$ cat config.mk
export PLATFORM = sky130hd
export DESIGN_NAME = qubit_measure_unit
export DESIGN_NICKNAME = d
export VERILOG_FILES = /design/src/rtl/qubit_measure_unit_pkg.sv /design/src/rtl/qubit_measure_unit_lfsr16_galois.sv /design/src/rtl/qubit_measure_unit.sv
export SDC_FILE = /design/constraint.sdc
export NUM_CORES = 1
export LEC_CHECK = 0
export ABC_AREA = 1
export BUFFER_PORTS_ARGS = -buffer_cell sky130_fd_sc_hd__buf_4
export CAP_MARGIN = 15
export CORE_ASPECT_RATIO = 1.4
export CORE_UTILIZATION = 30
export CTS_BUF_LIST = sky130_fd_sc_hd__clkbuf_2 sky130_fd_sc_hd__clkbuf_4 sky130_fd_sc_hd__clkbuf_8
export DETAILED_ROUTE_END_ITERATION = 7
export PLACE_DENSITY = 0.51
export SLEW_MARGIN = 0
export SYNTH_ARGS = -nofsm -noshare
export SYNTH_HDL_FRONTEND = slang
export SYNTH_HIERARCHICAL = 1
export SYNTH_SLANG_ARGS = --single-unit
$ cat constraint.sdc
create_clock -name clk -period 6.48 [get_ports clk]
set_clock_uncertainty 0.05 [all_clocks]
set_input_delay 0.972 -clock clk [delete_from_list [all_inputs] [get_ports clk]]
set_output_delay 0.972 -clock clk [all_outputs]
set_load 0.01 [all_outputs]
$ cat src/rtl/qubit_measure_unit_pkg.sv
// qubit_measure_unit_pkg
//   Shared fixed-point constants, stage-1 payload type and the complex
//   magnitude-squared helper for the qubit readout pipeline.
//   Amplitudes are signed S3.4; probabilities are unsigned Q.8.
package qubit_measure_unit_pkg;

  localparam int TOTAL_WIDTH = 8;
  localparam int FRAC_WIDTH  = 4;
  localparam int ADD_WIDTH   = TOTAL_WIDTH + 1;

  // 1.0 in S3.4
  localparam int ONE_FXP     = 1 << FRAC_WIDTH;

  // |re|^2 + |im|^2 at full precision: max 2*128^2 = 32768 fits in 17 bits
  localparam int PROB_WIDTH  = 2 * TOTAL_WIDTH + 1;
  // pa + pb
  localparam int TOT_WIDTH   = PROB_WIDTH + 1;

  localparam int LFSR_WIDTH  = 16;
  localparam logic [LFSR_WIDTH-1:0] LFSR_TAPS = 16'hB400;

  // random fraction r = lfsr[7:0], unsigned Q0.8
  localparam int RAND_WIDTH  = 8;

  typedef struct packed {
    logic [PROB_WIDTH-1:0] pa;
    logic [PROB_WIDTH-1:0] pb;
    logic [RAND_WIDTH-1:0] r;
  } s1_t;

  // Squares are taken on sign-extended operands so the 16-bit product is
  // exact (-128 * -128 = 16384 still fits as a positive value).
  function automatic logic [PROB_WIDTH-1:0] mag_sq(
    input logic signed [TOTAL_WIDTH-1:0] re,
    input logic signed [TOTAL_WIDTH-1:0] im
  );
    logic signed [2*TOTAL_WIDTH-1:0] re_x;
    logic signed [2*TOTAL_WIDTH-1:0] im_x;
    logic signed [2*TOTAL_WIDTH-1:0] re_sq;
    logic signed [2*TOTAL_WIDTH-1:0] im_sq;
    re_x  = (2*TOTAL_WIDTH)'(re);
    im_x  = (2*TOTAL_WIDTH)'(im);
    re_sq = re_x * re_x;
    im_sq = im_x * im_x;
    return {1'b0, re_sq} + {1'b0, im_sq};
  endfunction

endpackage

$ cat src/rtl/qubit_measure_unit_lfsr16_galois.sv
// lfsr16_galois
//   16-bit right-shifting Galois LFSR, polynomial x^16+x^14+x^13+x^11+1.
//   Ports:
//     clk, rst_n  : clock, synchronous active-low reset (state <- SEED)
//     advance     : step the register one position
//     load        : load seed_in (SEED when seed_in is zero); wins over advance
//     seed_in     : new seed
//     q           : current register value
module lfsr16_galois
  import qubit_measure_unit_pkg::*;
#(
  parameter logic [LFSR_WIDTH-1:0] SEED = 16'hACE1
) (
  input  logic                  clk,
  input  logic                  rst_n,
  input  logic                  advance,
  input  logic                  load,
  input  logic [LFSR_WIDTH-1:0] seed_in,
  output logic [LFSR_WIDTH-1:0] q
);

  logic [LFSR_WIDTH-1:0] lfsr_d;
  logic [LFSR_WIDTH-1:0] lfsr_q;

  always_comb begin
    lfsr_d = lfsr_q;
    if (load) begin
      // an all-zero state would lock the register, so fall back to SEED
      lfsr_d = (seed_in == '0) ? SEED : seed_in;
    end else if (advance) begin
      lfsr_d = {1'b0, lfsr_q[LFSR_WIDTH-1:1]} ^ (lfsr_q[0] ? LFSR_TAPS : '0);
    end
  end

  always_ff @(posedge clk) begin
    if (!rst_n) begin
      lfsr_q <= SEED;
    end else begin
      lfsr_q <= lfsr_d;
    end
  end

  assign q = lfsr_q;

endmodule

$ cat src/rtl/qubit_measure_unit.sv
// qubit_measure_unit
//   Readout stage of the single-qubit pipeline. Takes (alpha, beta) in S3.4,
//   computes |alpha|^2 and |beta|^2, compares a random threshold against
//   |beta|^2 and emits the measured bit with the collapsed basis state.
//   Three-cycle fixed latency, one sample per clock, no backpressure.
//   Ports:
//     clk, rst_n                 : clock, synchronous active-low reset
//     valid_in                   : amplitudes valid this cycle
//     alpha_r/i, beta_r/i        : input amplitudes, signed S3.4
//     seed_load, seed_in         : LFSR reseed (pre-load value used this cycle)
//     stats_clr                  : zero both statistics counters
//     valid_out, meas_bit        : result strobe and measured outcome
//     coll_alpha_r/i, coll_beta_r/i : collapsed state, S3.4
//     zero_norm                  : input norm was zero, outcome forced to 0
//     sample_count, ones_count   : saturating outcome statistics
module qubit_measure_unit
  import qubit_measure_unit_pkg::*;
#(
  parameter logic [LFSR_WIDTH-1:0] SEED      = 16'hACE1,
  parameter int                    CNT_WIDTH = 16
) (
  input  logic                          clk,
  input  logic                          rst_n,
  input  logic                          valid_in,
  input  logic signed [TOTAL_WIDTH-1:0] alpha_r,
  input  logic signed [TOTAL_WIDTH-1:0] alpha_i,
  input  logic signed [TOTAL_WIDTH-1:0] beta_r,
  input  logic signed [TOTAL_WIDTH-1:0] beta_i,
  input  logic                          seed_load,
  input  logic [LFSR_WIDTH-1:0]         seed_in,
  input  logic                          stats_clr,
  output logic                          valid_out,
  output logic                          meas_bit,
  output logic signed [TOTAL_WIDTH-1:0] coll_alpha_r,
  output logic signed [TOTAL_WIDTH-1:0] coll_alpha_i,
  output logic signed [TOTAL_WIDTH-1:0] coll_beta_r,
  output logic signed [TOTAL_WIDTH-1:0] coll_beta_i,
  output logic                          zero_norm,
  output logic [CNT_WIDTH-1:0]          sample_count,
  output logic [CNT_WIDTH-1:0]          ones_count
);

  localparam int SCALE_WIDTH = TOT_WIDTH + RAND_WIDTH;
  localparam logic signed [TOTAL_WIDTH-1:0] ONE = TOTAL_WIDTH'(ONE_FXP);

  // ---------------------------------------------------------------- LFSR
  logic [LFSR_WIDTH-1:0] lfsr_val;
  logic                  unused_lfsr_hi;

  lfsr16_galois #(
    .SEED (SEED)
  ) u_lfsr (
    .clk     (clk),
    .rst_n   (rst_n),
    .advance (valid_in),
    .load    (seed_load),
    .seed_in (seed_in),
    .q       (lfsr_val)
  );

  // only the low byte feeds the threshold
  assign unused_lfsr_hi = ^lfsr_val[LFSR_WIDTH-1:RAND_WIDTH];

  // ---------------------------------------------------------------- S1
  s1_t  s1_d;
  s1_t  s1_q;
  logic s1_valid_q;

  always_comb begin
    s1_d.pa = mag_sq(alpha_r, alpha_i);
    s1_d.pb = mag_sq(beta_r, beta_i);
    s1_d.r  = lfsr_val[RAND_WIDTH-1:0];
  end

  always_ff @(posedge clk) begin
    if (!rst_n) begin
      s1_valid_q <= 1'b0;
      s1_q       <= '0;
    end else begin
      s1_valid_q <= valid_in;
      if (valid_in) begin
        s1_q <= s1_d;
      end
    end
  end

  // ---------------------------------------------------------------- S2
  logic [TOT_WIDTH-1:0]   tot_d;
  logic [TOT_WIDTH-1:0]   thr_d;
  logic [SCALE_WIDTH-1:0] scaled;
  logic [TOT_WIDTH-1:0]   tot_q;
  logic [TOT_WIDTH-1:0]   thr_q;
  logic [PROB_WIDTH-1:0]  pb_s2_q;
  logic                   s2_valid_q;

  always_comb begin
    tot_d  = TOT_WIDTH'(s1_q.pa) + TOT_WIDTH'(s1_q.pb);
    scaled = SCALE_WIDTH'(tot_d) * SCALE_WIDTH'(s1_q.r);
    // thr = tot * r / 256, truncated
    thr_d  = scaled[SCALE_WIDTH-1:RAND_WIDTH];
  end

  always_ff @(posedge clk) begin
    if (!rst_n) begin
      s2_valid_q <= 1'b0;
      tot_q      <= '0;
      thr_q      <= '0;
      pb_s2_q    <= '0;
    end else begin
      s2_valid_q <= s1_valid_q;
      if (s1_valid_q) begin
        tot_q   <= tot_d;
        thr_q   <= thr_d;
        pb_s2_q <= s1_q.pb;
      end
    end
  end

  // ---------------------------------------------------------------- S3
  logic                          zero_d;
  logic                          meas_d;
  logic signed [TOTAL_WIDTH-1:0] coll_ar_d;
  logic signed [TOTAL_WIDTH-1:0] coll_br_d;

  logic                          valid_out_q;
  logic                          meas_q;
  logic                          zero_norm_q;
  logic signed [TOTAL_WIDTH-1:0] coll_ar_q;
  logic signed [TOTAL_WIDTH-1:0] coll_ai_q;
  logic signed [TOTAL_WIDTH-1:0] coll_br_q;
  logic signed [TOTAL_WIDTH-1:0] coll_bi_q;

  always_comb begin
    zero_d    = (tot_q == '0);
    // P(1) = pb / tot: outcome is 1 when the scaled random point lands below pb
    meas_d    = !zero_d && (thr_q < TOT_WIDTH'(pb_s2_q));
    coll_ar_d = meas_d ? '0 : ONE;
    coll_br_d = meas_d ? ONE : '0;
  end

  // imaginary parts of the collapsed state are always zero (global phase
  // dropped) but stay registered so reset and hold behaviour is uniform
  always_ff @(posedge clk) begin
    if (!rst_n) begin
      valid_out_q <= 1'b0;
      meas_q      <= 1'b0;
      zero_norm_q <= 1'b0;
      coll_ar_q   <= '0;
      coll_ai_q   <= '0;
      coll_br_q   <= '0;
      coll_bi_q   <= '0;
    end else begin
      valid_out_q <= s2_valid_q;
      if (s2_valid_q) begin
        meas_q      <= meas_d;
        zero_norm_q <= zero_d;
        coll_ar_q   <= coll_ar_d;
        coll_ai_q   <= '0;
        coll_br_q   <= coll_br_d;
        coll_bi_q   <= '0;
      end
    end
  end

  // ---------------------------------------------------------------- stats
  logic [CNT_WIDTH-1:0] sample_cnt_d;
  logic [CNT_WIDTH-1:0] ones_cnt_d;
  logic [CNT_WIDTH-1:0] sample_cnt_q;
  logic [CNT_WIDTH-1:0] ones_cnt_q;

  always_comb begin
    sample_cnt_d = sample_cnt_q;
    ones_cnt_d   = ones_cnt_q;
    if (stats_clr) begin
      sample_cnt_d = '0;
      ones_cnt_d   = '0;
    end else if (valid_out_q) begin
      if (sample_cnt_q != '1) begin
        sample_cnt_d = sample_cnt_q + CNT_WIDTH'(1);
      end
      if (meas_q && (ones_cnt_q != '1)) begin
        ones_cnt_d = ones_cnt_q + CNT_WIDTH'(1);
      end
    end
  end

  always_ff @(posedge clk) begin
    if (!rst_n) begin
      sample_cnt_q <= '0;
      ones_cnt_q   <= '0;
    end else begin
      sample_cnt_q <= sample_cnt_d;
      ones_cnt_q   <= ones_cnt_d;
    end
  end

  assign valid_out    = valid_out_q;
  assign meas_bit     = meas_q;
  assign zero_norm    = zero_norm_q;
  assign coll_alpha_r = coll_ar_q;
  assign coll_alpha_i = coll_ai_q;
  assign coll_beta_r  = coll_br_q;
  assign coll_beta_i  = coll_bi_q;
  assign sample_count = sample_cnt_q;
  assign ones_count   = ones_cnt_q;

endmodule

==> results of run 1 <==
## area by class of cell
cell class                      count  area, um2
Tap cell                          952       1190
Multi-Input combinational cell   2112      16000
Clock inverter                     12        119
Fill cell                        7938      49000
Timing Repair Buffer              102        766
Antenna cell                        1       2.50
Clock buffer                       20        269
Inverter                          731       2760
Sequential cell                   149       2980
## path summary, 6_finish.rpt
kind,start,endpoint,slack [ns]
worst min register to register,tot_q[0],tot_q[0],0.42
worst max register to register,s1_q[8],thr_q[13],0.44
worst min-delay path,tot_q[0],tot_q[0],0.42
worst max-delay path,s1_q[8],thr_q[13],0.44
## cell usage after synthesis (all sizes together) (4+ instances only)
cell type  instances  area (um2)
a21o               4        30.0
clkbuf            81         308
fa               286        5730
and2               4        25.0
nand4             31         200
nand2            528        2010
or2               16         100
o21ai            155         783
nor2             368        1410
nand3b             6        45.0
xnor2             49         437
buf               44         340
xor2              56         490
a21boi             6        45.0
a31oi              7        43.8
o21bai            12        90.1
nand3            108         556
o21a               4        30.0
inv              728        2740
nor3              23         125
ha               206        2580
a21oi            193         988
dfxtp            149        2980
## flip-flops by register name (all words and copies together) (netlist names)
name,cells
coll_alpha_r,1
meas_bit,1
ones_count,16
pb_s2_q,17
s1_q,42
s1_valid_q,1
s2_valid_q,1
sample_count,16
thr_q,18
tot_q,18
u_lfsr/q,16
valid_out,1
zero_norm,1
## layer usage
| layer | vias up | track usage (%) | wire [um] |
|---|---|---|---|
| li1 | 9335 | - | - |
| met1 | 8601 | 17.4 | 22800 |
| met2 | 219 | 30.0 | 30400 |
| met3 | 68 | 1.32 | 1190 |
| met4 | 0 | 6.21 | 1980 |
| met5 | - | 0 | 0 |
## through the flow
stage	instances	area, um2	utilization, %	worst slack [ns]	hold WS [ns]
3_3_place_gp	4046	23700	32.4	0.294	0.404
3_5_place_dp	4046	23700	32.4	0.274	0.404
5_1_grt	4079	24100	33.0	0.0362	0.433
6_report	4079	24100	33.0	0.442	0.415
4_1_cts	4078	24100	33.0	0.414	0.418
2_1_floorplan	3117	22400	-	0.640	0.379
## cells by family (layout without fill, tap and decap cells)
kind of cell / count (synthesis) / after routing / share of synthesized area [%]
adder cells (fa/ha/maj): 492 / 492 / 37.3
buffers and inverters: 856 / 865 / 15.3
XOR/XNOR: 105 / 105 / 4.16
flip-flops: 149 / 149 / 13.4
AO/OA/AOI/OAI: 394 / 394 / 9.53
other: 1 / 31 / 0.0168
AND/OR/NAND/NOR: 1091 / 1091 / 20.3
## worst min-delay path, delay by kind of cell (launching register included)
| family | cells | cell delay (ns) |
|---|---|---|
| flip-flops | 1 | 0.30 |
| buffers and inverters | 1 | 0.06 |
| AO/OA/AOI/OAI | 1 | 0.06 |
## power by group
part           internal, W  total [W]  switching, W
Clock             0.000333   0.000742      0.000409
Combinational      0.00418     0.0112       0.00699
Sequential         0.00105    0.00119      0.000133
Total              0.00557     0.0131       0.00753
==> run metrics, run 1 <==
Total Negative Setup Slacks 0 ns; critical-path cell with the highest stage delay sky130_fd_sc_hd__fa_1; count of TritonRoute iterations in the first routing pass 6; Worst path max stage delay about 0.57 ns; insertion delay to the later sink of the worst-skew pair just over 0.5 ns; pwr dens ~540 mW/mm2; share of the cycle needed by the critical path after routing between 90% and 100%; post-synthesis cell area 0.0223 mm2; number of synthesized flops with an enable pin 0; sequential cell area fraction in the yosys report 13.4%; Die Outline Area around 0.075 mm2; total global routing overflow 0; count of nets after finishing approximately 3700; cell family with the largest share of critical-path delay adder cells; height of the chip about 320 um; WS Path Type reg2reg; ratio of cells with drive above 1 in the final layout around 6.0%; worst min-delay path class reg2reg; relative slew slack approximately 40%; IO buf count between 80 and 90; number of gates on the worst path with buffers counted 27; cell leakage power about 13 nW; antenna violations before repair 1; largest fanout on the critical path 8; quantity of gates resized following cts 0; Top Ports between 100 and 150; number of hold buffers added after cts 0; Gate Count Post-Synth roughly 3000; Max H-tree Level 4; CP Data Required Time around 6.8 ns; most used flip-flop cell after synthesis sky130_fd_sc_hd__dfxtp_1; Async SR Flop Fraction 0%; total buffers and inverters traversed by the critical path 3; CTS root buffer sky130_fd_sc_hd__clkbuf_8; post-CTS clock slew at the launch and capture registers of the worst setup and hold paths approximately 0.09 ns; fmax about 170 MHz; Cell Rows 117; highest-count cells in the layout ignoring fill and taps sky130_fd_sc_hd__inv_1, sky130_fd_sc_hd__nand2_1, sky130_fd_sc_hd__nor2_1, sky130_fd_sc_hd__fa_1, sky130_fd_sc_hd__ha_1; sum of net half-perimeters after detailed placement about 47000 um; most common cell after layout, fill and taps aside sky130_fd_sc_hd__inv_1; overall power roughly 0.013 W; result of the run complete, no violations; count of unresolved DRC violations after routing 0; synthesized flop and latch total approximately 150; slew at the pin closest to its max-slew limit between 0.9 and 1 ns; type of element capturing the critical path flop; buffers inserted by post-CTS timing repair 0; first-pass GRT wire length 94600 um; cell depth of the worst hold path 2; setup violators final 0; die extent in x approximately 230 um; total number of vias between 15000 and 20000; overall global routing resource usage between 10% and 20%; clock tree from TritonCTS done; number of design-rule violations left by the first detailed-router iteration 750; total CTS buffers 17; sum of routed wire length over all layers roughly 56000 um; Initial Util roughly 30%; number of global-route vias before repair around 19000; CP arrival approximately 6.4 ns; peak supply drop roughly 0.0004 V; final weighted congestion in routability-driven placement 0.874; drt wl/cell roughly 14 um; reg2reg path depth 27; max-capacitance violation count 0; clk sink count approximately 150; count of final hold-check violations 0; number of synthesis warnings 6; Avg Cell Area, Syn just over 7 um2; number of library cell types mapped by synthesis 54; setup repair after global routing missed its margin no; final worst path period need just over 6 ns; Core Box Area about 0.073 mm2; largest net degree at the start of global routing 57; Antenna Nets Post-Route 0; via count normalized by instance count 4.47; kind of launch point of the worst setup path flop; P&R area growth vs syn 8.15%; pins over their slew limit 0; maximum root-to-sink buffer count 2
Power figures use the tool's default switching activity.
==> inputs of run 2 (changes only) <==
--- a/config.mk
+++ b/config.mk
@@ -8,7 +8,7 @@
 export ABC_AREA = 1
 export BUFFER_PORTS_ARGS = -buffer_cell sky130_fd_sc_hd__buf_4
 export CAP_MARGIN = 15
-export CORE_ASPECT_RATIO = 1.4
+export CORE_ASPECT_RATIO = 1.25
 export CORE_UTILIZATION = 30
 export CTS_BUF_LIST = sky130_fd_sc_hd__clkbuf_2 sky130_fd_sc_hd__clkbuf_4 sky130_fd_sc_hd__clkbuf_8
 export DETAILED_ROUTE_END_ITERATION = 7
==> run 2 against run 1 <==
  * Cell count grew 0.29%
  * Core utilization shrank 0.13 points
  * Non-clock buffer count grew 4
  * Sequential power is essentially flat
  * Register-to-register slack lost 0.02 ns
  * Clock power shrank 6.5%
  * Critical path depth shrank 2
  * Worst setup slack lost 0.020 ns
  * Global-route usage grew 0.13 points
  * Routed wire length grew 0.71%
  * Largest cell class unchanged
==> run metrics, run 2 (synthesized netlist as in run 1, its figures left out) <==
final weighted congestion in routability-driven placement around 0.91; buffers inserted by post-CTS timing repair 0; Crit Reg-Reg Endpoint thr_q[15]; highest-count cells in the layout ignoring fill and taps sky130_fd_sc_hd__inv_1, sky130_fd_sc_hd__nand2_1, sky130_fd_sc_hd__nor2_1, sky130_fd_sc_hd__fa_1, sky130_fd_sc_hd__ha_1; pwr dens approximately 540 mW/mm2; Top Ports 120; clk sink count about 150; share of the cycle needed by the critical path after routing 93.5%; largest fanout on the critical path 6; Largest regs s1_q x42, thr_q x18, tot_q x18; endpoint of the worst hold-timing path tot_q[0]; Total Negative Setup Slacks 0 ns; Antenna Nets Post-Route 0; result of the run complete, no violations; kind of launch point of the worst setup path flop; count of nets after finishing approximately 3700; max-capacitance violation count 0; Max H-tree Level 4; cell count after placement approximately 4100; insertion delay to the later sink of the worst-skew pair about 0.5 ns; worst min-delay path class reg2reg; via count normalized by instance count about 4.5; largest register by flop count s1_q; most common cell after layout, fill and taps aside sky130_fd_sc_hd__inv_1; overall global routing resource usage 15.8%; final worst path period need 6.06 ns; relative slew slack approximately 57%; cell depth of the worst hold path 2; ratio of cells with drive above 1 in the final layout under 10%; sum of net half-perimeters after detailed placement ~47000 um; Core Box Area 0.0733 mm2; WS Path Type reg2reg; drt wl/cell around 14 um; post-route insts no fill about 4100; total global routing overflow 0; post-route standard cell area excluding fillers roughly 0.024 mm2; quantity of gates resized following cts 0; height of the chip between 300 and 400 um; setup slack on the worst flop-to-flop path 0.42 ns; count of TritonRoute iterations in the first routing pass 7; CTS root buffer sky130_fd_sc_hd__clkbuf_8; setup violators final 0; fmax around 170 MHz; overall power between 0.01 and 0.015 W; number of global-route vias before repair about 19000; CP arrival 6.39 ns; clock tree from TritonCTS done; hold slack 0.412 ns; count of final hold-check violations 0; largest net degree at the start of global routing 61; CP Data Required Time around 7 ns; number of hold buffers added after cts 0; total number of vias between 15000 and 20000; reg2reg path depth 25; P&R area growth vs syn 8.15%; IO buf count 89; sum of routed wire length over all layers 56800 um; total cell area at the placement stage roughly 0.024 mm2; maximum root-to-sink buffer count 2; flip-flop count of the largest register after layout 42; post-CTS clock slew at the launch and capture registers of the worst setup and hold paths approximately 0.090 ns; total CTS buffers 17; setup repair after global routing missed its margin no; type of element capturing the critical path flop; start point of the worst min-delay path tot_q[0]; Die Outline Area approximately 0.075 mm2; first-pass GRT wire length ~96000 um; count of unresolved DRC violations after routing 0; slew at the pin closest to its max-slew limit about 0.65 ns; Cell Rows about 110; pins over their slew limit 0; Initial Util a little under a third; die extent in x ~250 um; antenna violations before repair 1; startpoint of the worst register-to-register path s1_q[8]; number of design-rule violations left by the first detailed-router iteration 749; peak supply drop just over 0.0004 V; cell leakage power between 10 and 15 nW
run 2: changes by cell type in the layout (fill, tap and decap cells not counted):
| cell | change |
|---|---|
| sky130_fd_sc_hd__buf_4 | +4 |
| sky130_fd_sc_hd__bufinv_16 | -1 |
| sky130_fd_sc_hd__clkbuf_4 | -1 |
| sky130_fd_sc_hd__clkbuf_8 | -2 |
| sky130_fd_sc_hd__clkinv_4 | -4 |
| sky130_fd_sc_hd__clkinvlp_4 | +5 |
| sky130_fd_sc_hd__dfxtp_1 | +1 |
| sky130_fd_sc_hd__dfxtp_2 | -1 |
| sky130_fd_sc_hd__inv_6 | +2 |
| sky130_fd_sc_hd__inv_8 | +1 |
| sky130_fd_sc_hd__nor4_1 | +1 |
| sky130_fd_sc_hd__nor4_2 | -1 |
run 2: worst max-delay path, stage by stage, from the launching register on:
cell and delay (ns):
sky130_fd_sc_hd__dfxtp_1 0.33, sky130_fd_sc_hd__ha_1 0.22, sky130_fd_sc_hd__fa_1 0.41, sky130_fd_sc_hd__nand3_1 0.12, sky130_fd_sc_hd__nand3_2 0.09, sky130_fd_sc_hd__a21oi_2 0.25
sky130_fd_sc_hd__o21ai_2 0.11, sky130_fd_sc_hd__nand2_1 0.09, sky130_fd_sc_hd__nand2_1 0.05, sky130_fd_sc_hd__nand2_1 0.06, sky130_fd_sc_hd__and2_1 0.34, sky130_fd_sc_hd__nor2_1 0.11
sky130_fd_sc_hd__fa_1 0.52, sky130_fd_sc_hd__fa_1 0.51, sky130_fd_sc_hd__fa_1 0.59, sky130_fd_sc_hd__inv_1 0.07, sky130_fd_sc_hd__fa_1 0.53, sky130_fd_sc_hd__inv_1 0.04
sky130_fd_sc_hd__ha_1 0.38, sky130_fd_sc_hd__nand2_1 0.12, sky130_fd_sc_hd__nor4_1 0.39, sky130_fd_sc_hd__nand3_1 0.19, sky130_fd_sc_hd__nand4_1 0.12, sky130_fd_sc_hd__nand3_1 0.12
sky130_fd_sc_hd__nand2_1 0.09, sky130_fd_sc_hd__inv_1 0.03
run 2: metal layers:
layer / vias to the layer above / track usage (%) / routed length, um
met3: 60 / 1.15 / 1150
met5: - / 0 / 0
met4: 0 / 5.03 / 1540
li1: 9337 / - / -
met2: 205 / 30.0 / 30200
met1: 8644 / 18.5 / 23800
run 2: cell type report:
class | count | area [um2]
Fill cell | 8156 | 49200
Multi-Input combinational cell | 2112 | 16000
Sequential cell | 149 | 2980
Inverter | 731 | 2760
Tap cell | 960 | 1200
Timing Repair Buffer | 106 | 796
Clock buffer | 17 | 234
Clock inverter | 15 | 120
Antenna cell | 1 | 2.50
run 2: worst max-delay path by stage:
stage	startpoint	to	slack [ns]	depth (start not counted)
after floorplan	alpha_i[7]	s1_q[39]	0.64	28
after global placement	beta_i[7]	s1_q[23]	0.28	28
after detailed placement	beta_i[7]	s1_q[23]	0.28	28
after CTS	s1_q[8]	thr_q[15]	0.44	25
after global routing	s1_q[8]	thr_q[15]	0.02	25
final	s1_q[8]	thr_q[15]	0.42	25
run 2: power breakdown:
group	internal [W]	switching, W	leakage [nW]
Sequential	0.00105	0.000128	1.23
Clock	0.000272	0.000422	0.168
Combinational	0.00418	0.00701	11.5
Total	0.00551	0.00756	12.9
run 2: metrics by stage:
stage          setup WS [ns]  util [%]
6_report               0.422      32.8
2_1_floorplan          0.640         -
3_5_place_dp           0.282      32.4
5_1_grt               0.0199      32.8
4_1_cts                0.438      32.8
3_3_place_gp           0.281      32.4
